===== config.mk =====
export PLATFORM = sky130hd
export DESIGN_NAME = instr_fetch_flat
export DESIGN_NICKNAME = d
export VERILOG_FILES = /design/src/rtl/instr_fetch_pkg.sv /design/src/rtl/instr_fetch_if.sv /design/src/rtl/instr_fetch_byte_fifo.sv /design/src/rtl/instr_fetch.sv /design/src/flat_wrapper.sv
export SDC_FILE = /design/constraint.sdc
export NUM_CORES = 1
export LEC_CHECK = 0
export CAP_MARGIN = 20
export CORE_MARGIN = 4
export CORE_UTILIZATION = 39
export CTS_CLUSTER_SIZE = 30
export DETAILED_ROUTE_END_ITERATION = 12
export PLACE_DENSITY = 0.66
export SLEW_MARGIN = 10
export SYNTH_ARGS = -nofsm -noshare
export SYNTH_HDL_FRONTEND = slang
export SYNTH_SLANG_ARGS = --single-unit

===== constraint.sdc =====
create_clock -name clk -period 3.8 [get_ports clk]
set_input_delay 0.76 -clock clk [delete_from_list [all_inputs] [get_ports clk]]
set_output_delay 0.76 -clock clk [all_outputs]
set_load 0.02 [all_outputs]

===== src/rtl/instr_fetch_pkg.sv =====
// Shared processor constants for the instruction fetch stage.
// Opcode encoding: bit 7 set marks a two-byte instruction (opcode followed by a constant).
package instr_fetch_pkg;

    localparam int          OPC_TWO_BYTE_BIT = 7;
    localparam logic [7:0]  NOP_OPCODE       = 8'h00;

    function automatic logic isTwoByte(input logic [7:0] opcode);
        return opcode[OPC_TWO_BYTE_BIT];
    endfunction

endpackage


===== src/rtl/instr_fetch_if.sv =====
// Memory-side and pipeline-side signals of the fetch stage bundled into one interface.
// The master modport is the fetch unit; the slave modport is memory plus the downstream stage.
interface instr_fetch_if;

    logic [15:0] mem_addr;
    logic [7:0]  mem_data;
    logic        mem_ready;
    logic        accept;
    logic        cancel;
    logic [15:0] branch_addr;
    logic        halt;
    logic [7:0]  instr_out;
    logic [7:0]  const_out;
    logic        instr_valid;
    logic [15:0] instr_pc;

    modport master (
        output mem_addr, instr_out, const_out, instr_valid, instr_pc,
        input  mem_data, mem_ready, accept, cancel, branch_addr, halt
    );

    modport slave (
        input  mem_addr, instr_out, const_out, instr_valid, instr_pc,
        output mem_data, mem_ready, accept, cancel, branch_addr, halt
    );

endinterface


===== src/rtl/instr_fetch_byte_fifo.sv =====
// Prefetch byte FIFO: one push and a 0/1/2-byte pop per cycle, exposing the two oldest bytes.
// Flush empties it in one cycle; the caller guarantees a push never overflows after the pop.
module byte_fifo #(
    parameter int DEPTH = 4
) (
    input  logic                       clk,
    input  logic                       rst,
    input  logic                       i_flush,
    input  logic                       i_push,
    input  logic [7:0]                 i_push_data,
    input  logic [1:0]                 i_pop_cnt,
    output logic [$clog2(DEPTH):0]     o_count,
    output logic [7:0]                 o_head,
    output logic [7:0]                 o_second
);

    localparam int PTR_W = $clog2(DEPTH);
    localparam int CNT_W = PTR_W + 1;

    logic [7:0]       r_mem [DEPTH];
    logic [PTR_W-1:0] r_rd_ptr;
    logic [PTR_W-1:0] r_wr_ptr;
    logic [CNT_W-1:0] r_count;
    logic [PTR_W-1:0] w_rd_plus_one;

    always_ff @(posedge clk) begin
        if (rst || i_flush) begin
            r_rd_ptr <= '0;
            r_wr_ptr <= '0;
            r_count  <= '0;
        end else begin
            if (i_push) begin
                r_wr_ptr <= r_wr_ptr + PTR_W'(1);
            end
            r_rd_ptr <= r_rd_ptr + PTR_W'(i_pop_cnt);
            r_count  <= r_count + CNT_W'(i_push) - CNT_W'(i_pop_cnt);
        end
    end

    // Storage needs no reset: bytes are only visible through the count.
    always_ff @(posedge clk) begin
        if (i_push && !rst && !i_flush) begin
            r_mem[r_wr_ptr] <= i_push_data;
        end
    end

    assign w_rd_plus_one = r_rd_ptr + PTR_W'(1);
    assign o_count       = r_count;
    assign o_head        = r_mem[r_rd_ptr];
    assign o_second      = r_mem[w_rd_plus_one];

endmodule


===== src/rtl/instr_fetch.sv =====
// Instruction fetch stage: fetches bytes into a prefetch FIFO and presents whole
// one- or two-byte instructions combinationally from the FIFO head.
module instr_fetch
    import instr_fetch_pkg::*;
#(
    parameter logic [15:0] RESET_VECTOR = 16'h0000,
    parameter int          FIFO_DEPTH   = 4
) (
    input  logic          clk,
    input  logic          rst,
    instr_fetch_if.master bus
);

    localparam int CNT_W = $clog2(FIFO_DEPTH) + 1;

    logic [15:0]      r_fetch_pc;
    logic [15:0]      r_head_pc;
    logic [CNT_W-1:0] w_count;
    logic [CNT_W-1:0] w_count_after_pop;
    logic [7:0]       w_head;
    logic [7:0]       w_second;
    logic             w_head_two;
    logic             w_valid;
    logic [1:0]       w_pop_cnt;
    logic             w_push;

    // A two-byte opcode stays hidden until its constant byte is also buffered.
    assign w_head_two = isTwoByte(w_head);
    assign w_valid    = (w_count >= CNT_W'(2)) || ((w_count == CNT_W'(1)) && !w_head_two);

    always_comb begin
        w_pop_cnt = 2'd0;
        if (bus.accept && w_valid && !bus.cancel) begin
            w_pop_cnt = w_head_two ? 2'd2 : 2'd1;
        end
    end

    // Room is judged after this cycle's pop so a full FIFO can stream.
    assign w_count_after_pop = w_count - CNT_W'(w_pop_cnt);
    assign w_push = bus.mem_ready && !bus.halt && !bus.cancel
                    && (w_count_after_pop < CNT_W'(FIFO_DEPTH));

    always_ff @(posedge clk) begin
        if (rst) begin
            r_fetch_pc <= RESET_VECTOR;
            r_head_pc  <= RESET_VECTOR;
        end else if (bus.cancel) begin
            r_fetch_pc <= bus.branch_addr;
            r_head_pc  <= bus.branch_addr;
        end else begin
            if (w_push) begin
                r_fetch_pc <= r_fetch_pc + 16'd1;
            end
            r_head_pc <= r_head_pc + 16'(w_pop_cnt);
        end
    end

    byte_fifo #(
        .DEPTH (FIFO_DEPTH)
    ) u_fifo (
        .clk         (clk),
        .rst         (rst),
        .i_flush     (bus.cancel),
        .i_push      (w_push),
        .i_push_data (bus.mem_data),
        .i_pop_cnt   (w_pop_cnt),
        .o_count     (w_count),
        .o_head      (w_head),
        .o_second    (w_second)
    );

    assign bus.mem_addr    = r_fetch_pc;
    assign bus.instr_valid = w_valid;
    assign bus.instr_out   = w_valid ? w_head : NOP_OPCODE;
    assign bus.const_out   = (w_valid && w_head_two) ? w_second : NOP_OPCODE;
    assign bus.instr_pc    = r_head_pc;

endmodule


===== src/flat_wrapper.sv =====
// flat-port wrapper written by rule: the top's interface ports become plain ports
module instr_fetch_flat import instr_fetch_pkg::*;
#(
    parameter logic [15:0] RESET_VECTOR = 16'h0000,
    parameter int          FIFO_DEPTH   = 4
)
  (clk, rst, bus_mem_addr, bus_instr_out, bus_const_out, bus_instr_valid, bus_instr_pc, bus_mem_data, bus_mem_ready, bus_accept, bus_cancel, bus_branch_addr, bus_halt);
  instr_fetch_if bus_i ();
  input  logic clk;
  input  logic rst;
  output wire logic [$bits(bus_i.mem_addr)-1:0] bus_mem_addr;
  output wire logic [$bits(bus_i.instr_out)-1:0] bus_instr_out;
  output wire logic [$bits(bus_i.const_out)-1:0] bus_const_out;
  output wire logic [$bits(bus_i.instr_valid)-1:0] bus_instr_valid;
  output wire logic [$bits(bus_i.instr_pc)-1:0] bus_instr_pc;
  input wire logic [$bits(bus_i.mem_data)-1:0] bus_mem_data;
  input wire logic [$bits(bus_i.mem_ready)-1:0] bus_mem_ready;
  input wire logic [$bits(bus_i.accept)-1:0] bus_accept;
  input wire logic [$bits(bus_i.cancel)-1:0] bus_cancel;
  input wire logic [$bits(bus_i.branch_addr)-1:0] bus_branch_addr;
  input wire logic [$bits(bus_i.halt)-1:0] bus_halt;
  assign bus_mem_addr = bus_i.mem_addr;
  assign bus_instr_out = bus_i.instr_out;
  assign bus_const_out = bus_i.const_out;
  assign bus_instr_valid = bus_i.instr_valid;
  assign bus_instr_pc = bus_i.instr_pc;
  assign bus_i.mem_data = bus_mem_data;
  assign bus_i.mem_ready = bus_mem_ready;
  assign bus_i.accept = bus_accept;
  assign bus_i.cancel = bus_cancel;
  assign bus_i.branch_addr = bus_branch_addr;
  assign bus_i.halt = bus_halt;
  instr_fetch #(.RESET_VECTOR(RESET_VECTOR), .FIFO_DEPTH(FIFO_DEPTH)) u_core (.clk(clk), .rst(rst), .bus(bus_i));
endmodule

==> impl_metrics.csv, run 1 <==
group,metric,value,unit
clocking,cts.sinks,71,
clocking,cts-root-buf,"clkbuf_8",
drt,drc,0,
floorplanning,core_area,9330,um^2
sta,hold_viol,0,
clocking,hold_buffers,0,
critical_path,slowest_delay,0.41,ns
yosys,netlist_area,3770,um^2
worst_hold_path,hp-class,"flop to flop",
finish,final_cell_mix,"clkdlybuf4s50_1 (78), dfxtp_1 (39), edfxtp_1 (32)",
clocking,clock_path_buffers,2,
drt,drt_iter0_markers,105,
global_route,grt_max_degree,38,
drt,totalWireLength,8640,um
clocking,h-tree-depth,3,
global_route,overflow,0,
finish,nets,452,
global_route,grt_pass1_vias,2795,
clocking,cts_resized,0,
critical_path,cp_slowest_cell,"nor2b_2",
yosys,synthFlopType,"dfxtp_1",
yosys,synth_top_area_cell,"edfxtp_1",
drt,antenna_left,0,
critical_path,crit_arrival,3.67,ns
pwr,p_comb_frac,0.121,
pwr,p_sw_frac,0.241,
finish,final_common_cell,"clkdlybuf4s50_1",
sta,rsz0062_at_grt,"false",
global_route,antenna_found_initial,0,
critical_path,worstPathRequired,4.03,ns
run_status,status,"finished, final reports clean",
finish,multiInputGateArea,1880,um^2
sta,period_minus_slack,3.44,ns
critical_path,cp-end-kind,"flop",
job,maxCapViolCount,0,
yosys,synth_edf_count,32,
floorplanning,die_area,11300,um^2
clocking,cts_tree,"done",
finish,ff_latch_area,1740,um^2
yosys,seq_area_frac_synth,0.462,
sta,timing.final.crit_share,0.905,
finish,num-fill-cells,817,
clocking,cts_buffers,9,
floorplanning,die_h,106,um
yosys,synth_fp_nets,369,
sta,setup_viol,0,
floorplanning,start_util,0.404,
finish,area_growth,30.7,%
floorplanning,ios,79,
drt,drtPass1Iterations,4,
placement,port-buffer-count,78,
pwr,leakagePower,0.00171,uW
pwr,power_frac_seq,0.502,
critical_path,critical_path.startpoint_type,"flop",
drt,wl_per_cell,15.9,um
sta,slew_viol_final,0,
clocking,clk-insertion-delay-late,0.34,ns
finish,diodes,0,
yosys,ys_types,44,
yosys,avgSynthCellArea,11.6,um^2
placement,gp_congestion,0.794,
drt,route.vias.total,2719,
sta,tightestPinTransition,0.651,ns
pwr,p_sw,411,uW
yosys,synth.area.top_cells,"edfxtp_1 (25%), dfxtp_1 (21%), mux4_2 (9.0%), xnor2_1 (4.4%), ha_1 (4.0%)",
sta,relSlewSlack,0.566,
clocking,clk_pin_slew,0.07,ns
floorplanning,num_rows,35,
placement,dp_hpwl,6430,um
critical_path,cp_cell_sequence,"mux4_2 -> nor2b_2 -> nand3_2 -> ha_1 -> nor2b_4 -> or3b_1 -> a21oi_4 -> and2_1 -> ha_1 -> inv_1 -> fa_1 -> xor2_1 -> xnor2_1 -> nor2_1",
pwr,p_per_area,346,nW/um^2
sta,finClkSkew,0.00964,ns
yosys,synthArstFlopShare,0,
sta,fmax,0.291,GHz
critical_path,path_class,"flop to flop",
pwr,pwr-share-clk,0.377,
yosys,syn_inst,325,
global_route,grt_pass1_wl,14300,um
yosys,ys_ff_latch,71,
yosys,synth_top_area_share,0.255,
pwr,max-vdd-ir-drop,0.148,mV
drt,viasPerCell,5.02,
finish,drive_above_1_share,0.128,
yosys,synth_warnings,0,
clocking,cts_setup_buffers,0,
sta,holdWs,0.551,ns
floorplanning,fp.dieW,106,um
pwr,p_int,1290,uW
critical_path,cp_common_cell,"ha_1",
global_route,track_usage,0.161,
sta,fin_tns_setup,0,ns
critical_path,critical_path.max_fanout,10,
## cells in the mapped netlist, types with 2 or more instances
cell type / count
xnor2_1: 19
inv_1: 23
nor2b_1: 8
edfxtp_1: 32
a21oi_1: 17
a211oi_1: 11
a2111oi_4: 3
buf_2: 3
xor2_1: 10
fa_1: 2
and4_1: 7
nand4_1: 7
dfxtp_1: 39
and3_1: 5
ha_1: 12
a21boi_1: 4
mux2i_1: 5
a21boi_0: 11
nor3_1: 7
clkbuf_1: 10
nand3_1: 7
o21bai_1: 5
nand2b_1: 2
a2111oi_2: 2
mux4_2: 15
nand2_1: 14
buf_6: 2
and2_1: 12
nor2_1: 16
## worst max-delay path, delay by kind of cell (launching register included)
family | cells | cell delay (ns)
mux | 1 | 0.36
fa+ha+maj | 3 | 0.82
xor+xnor | 2 | 0.34
buf+inv | 1 | 0.05
compound gates | 1 | 0.14
simple gates | 6 | 1.31
flops | 1 | 0.32
## layer usage
layer | up-vias | track usage | wire length (um)
li1 | 1352 | - | -
met1 | 1297 | 0.226 | 4210
met2 | 61 | 0.240 | 3900
met3 | 9 | 0.0383 | 370
met4 | 0 | 0.0611 | 158
met5 | - | 0 | 0
## metrics by stage
step | total power [uW] | instances | area, um^2 | setup WS [ns] | utilization
after floorplan | 970 | 325 | 3790 | 0.0190 | -
after global placement | 1080 | 526 | 4710 | 0.161 | 0.505
after detailed placement | 1080 | 526 | 4710 | 0.0778 | 0.505
after CTS | 1730 | 542 | 4930 | 0.0954 | 0.528
after global routing | 1780 | 542 | 4930 | 0.114 | 0.528
final | 1700 | 542 | 4930 | 0.362 | 0.528
## power groups by stage
| stage | Sequential, uW | Clock (uW) | Combinational [uW] |
|---|---|---|---|
| 2_1_floorplan | 895 | 0 | 74.6 |
| 3_3_place_gp | 872 | 0 | 204 |
| 3_5_place_dp | 873 | 0 | 206 |
| 4_1_cts | 855 | 663 | 207 |
| 5_1_grt | 860 | 699 | 222 |
| 6_report | 856 | 643 | 205 |
## worst paths after layout
kind                                            endpoint  slack, ns                              startpoint  depth (start not counted)
setup / recovery     u_core.u_fifo.o_count[2]$_SDFF_PP0_       0.36    u_core.u_fifo.r_rd_ptr[0]$_SDFF_PP0_                         14
hold / removal    u_core.u_fifo.r_wr_ptr[1]$_SDFFE_PP0N_       0.55  u_core.u_fifo.r_wr_ptr[1]$_SDFFE_PP0N_                          2
setup reg to reg     u_core.u_fifo.o_count[2]$_SDFF_PP0_       0.36    u_core.u_fifo.r_rd_ptr[0]$_SDFF_PP0_                         14
hold reg to reg   u_core.u_fifo.r_wr_ptr[1]$_SDFFE_PP0N_       0.55  u_core.u_fifo.r_wr_ptr[1]$_SDFFE_PP0N_                          2
## layout make-up
class,count,area share
clock buffer,9,0.0251
clock inverter,7,0.0178
inverter,23,0.0175
multi-input combinational,216,0.381
sequential,71,0.353
tap,129,0.0327
timing repair buffer,87,0.172
## registers in the layout, indices dropped and copies added, names as in the netlist
signal	cells
u_core.bus.instr_pc	16
u_core.bus.mem_addr	16
u_core.u_fifo.o_count	3
u_core.u_fifo.r_mem	32
u_core.u_fifo.r_rd_ptr	2
u_core.u_fifo.r_wr_ptr	2
## kinds of logic after synthesis
family,after synthesis,synth area share
muxes,20,0.103
AOI/OAI and AO/OA,62,0.136
xor gates and xnor gates,29,0.0674
and+or+nand+nor,91,0.138
buffers and inverters,38,0.0428
DFF,71,0.462
adders and majority gates,14,0.0504
No activity file was read; power rests on OpenSTA's default activity.
==> inputs of run 2 (changes only) <==
--- a/config.mk
+++ b/config.mk
@@ -10,7 +10,8 @@
 export CORE_UTILIZATION = 39
 export CTS_CLUSTER_SIZE = 30
 export DETAILED_ROUTE_END_ITERATION = 12
-export PLACE_DENSITY = 0.66
+export HOLD_SLACK_MARGIN = 0.15
+export SETUP_SLACK_MARGIN = 0.4
 export SLEW_MARGIN = 10
 export SYNTH_ARGS = -nofsm -noshare
 export SYNTH_HDL_FRONTEND = slang
==> constraint.sdc (replaced) <==
create_clock -name clk -period 4.11 [get_ports clk]
set_input_delay 0.822 -clock clk [delete_from_list [all_inputs] [get_ports clk]]
set_output_delay 0.822 -clock clk [all_outputs]
set_load 0.02 [all_outputs]
==> impl_metrics.csv, run 2 (same netlist as run 1, synthesis figures left out) <==
group,metric,value,unit
run_status,status,"finished, final reports clean",
clocking,clk_pin_slew,0.07,ns
floorplanning,ios,79,
critical_path,critical_path.max_fanout,9,
drt,drtPass1Iterations,4,
clocking,cts_setup_buffers,0,
floorplanning,die_area,11300,um^2
sta,fmax,0.284,GHz
worst_hold_path,hp-class,"flop to flop",
placement,gp_congestion,0.790,
placement,port-buffer-count,78,
finish,area_growth,29.6,%
floorplanning,start_util,0.404,
critical_path,cp_cell_sequence,"mux4_2 -> o21a_1 -> nor3_2 -> ha_2 -> nor2b_4 -> or3b_1 -> a21oi_4 -> and2_1 -> ha_1 -> inv_1 -> fa_2 -> xor2_1 -> xnor2_1 -> nor2_1",
drt,antenna_left,0,
critical_path,cp-end-kind,"flop",
clocking,cts_tree,"done",
sta,holdWs,0.556,ns
clocking,clk-insertion-delay-late,0.34,ns
critical_path,crit_arrival,3.74,ns
sta,slew_viol_final,0,
floorplanning,fp.dieW,106,um
finish,top_register,"u_core.u_fifo.r_mem",
drt,drt_iter0_markers,94,
clocking,cts.sinks,71,
drt,route.vias.total,2765,
clocking,hold_buffers,0,
sta,rsz0062_at_grt,"false",
sta,relSlewSlack,0.598,
critical_path,cp.buffers_inverters,1,
pwr,leakagePower,0.00169,uW
sta,finClkSkew,0.00931,ns
drt,wl_per_cell,16.4,um
sta,fin_tns_setup,0,ns
global_route,antenna_found_initial,0,
sta,timing.final.crit_share,0.857,
critical_path,critical_path.startpoint_type,"flop",
clocking,clock_path_buffers,2,
sta,hold_viol,0,
finish,nets,452,
critical_path,path_class,"flop to flop",
sta,period_minus_slack,3.52,ns
finish,num-fill-cells,837,
floorplanning,die_h,106,um
global_route,grt_pass1_vias,2745,
critical_path,cpLargestDelayFamily,"simple AND/OR/NAND/NOR gates",
global_route,grt_pass1_wl,14200,um
placement,dp_hpwl,6660,um
pwr,max-vdd-ir-drop,0.164,mV
drt,totalWireLength,8900,um
global_route,track_usage,0.159,
clocking,cts-root-buf,"clkbuf_8",
floorplanning,core_area,9330,um^2
finish,final_common_cell,"clkdlybuf4s50_1",
clocking,h-tree-depth,3,
pwr,p_per_area,298,nW/um^2
clocking,cts_buffers,9,
global_route,overflow,0,
global_route,grt_max_degree,26,
finish,largest_reg_flops,32,
finish,diodes,0,
critical_path,slowest_delay,0.53,ns
clocking,cts_resized,0,
finish,drive_above_1_share,0.131,
critical_path,cp_slowest_cell,"mux4_2",
sta,setup_viol,0,
sta,tightestPinTransition,0.600,ns
floorplanning,num_rows,35,
drt,drc,0,
critical_path,worstPathRequired,4.33,ns
job,maxCapViolCount,0,
drt,viasPerCell,5.10,
finish,final_cell_mix,"clkdlybuf4s50_1 (78), dfxtp_1 (39), edfxtp_1 (32)",
-- run 2: power by group --
| part | internal, uW | total (uW) | switching (uW) |
|---|---|---|---|
| Clock | 218 | 473 | 255 |
| Combinational | 98.7 | 191 | 92.1 |
| Sequential | 761 | 794 | 32.3 |
| Total | 1080 | 1460 | 379 |
-- run 2: routing by layer --
layer	track usage	wire, um
met1	0.220	4270
met2	0.255	4110
met3	0.0273	402
met4	0.0527	113
met5	0	0
-- run 2: final cells by class --
| class | instances | area, um^2 | area share |
|---|---|---|---|
| clock buffers | 12 | 135 | 0.0276 |
| clock inverters | 4 | 25.0 | 0.00512 |
| inverters | 23 | 86.3 | 0.0177 |
| multi-input cells | 216 | 1890 | 0.387 |
| flip-flops and latches | 71 | 1740 | 0.356 |
| well taps | 129 | 161 | 0.0330 |
| repair buffers | 87 | 848 | 0.174 |
-- run 2: stage by stage --
stage | setup WS, ns | power, uW | utilization | area [um^2] | instances
after floorplan | 0.423 | 899 | - | 3830 | 325
after global placement | 0.358 | 999 | 0.507 | 4730 | 526
after detailed placement | 0.309 | 1000 | 0.507 | 4730 | 526
after CTS | 0.551 | 1470 | 0.524 | 4890 | 542
after global routing | 0.409 | 1510 | 0.524 | 4890 | 542
final | 0.588 | 1460 | 0.524 | 4890 | 542
-- run 2: worst min-delay path: cells and delay by family, from the launching register on --
family           cells  cell delay (ns)
flip-flops           1             0.34
XOR/XNOR             1             0.14
AND/OR/NAND/NOR      1             0.04
-- run 2: worst paths after layout --
check,start,to,slack (ns),cells after the start
max,u_core.u_fifo.r_mem[3][7]$_DFFE_PP_,u_core.u_fifo.o_count[2]$_SDFF_PP0_,0.59,14
min,u_core.u_fifo.o_count[2]$_SDFF_PP0_,u_core.u_fifo.o_count[2]$_SDFF_PP0_,0.56,2
max reg2reg,u_core.u_fifo.r_mem[3][7]$_DFFE_PP_,u_core.u_fifo.o_count[2]$_SDFF_PP0_,0.59,14
min reg2reg,u_core.u_fifo.o_count[2]$_SDFF_PP0_,u_core.u_fifo.o_count[2]$_SDFF_PP0_,0.56,2
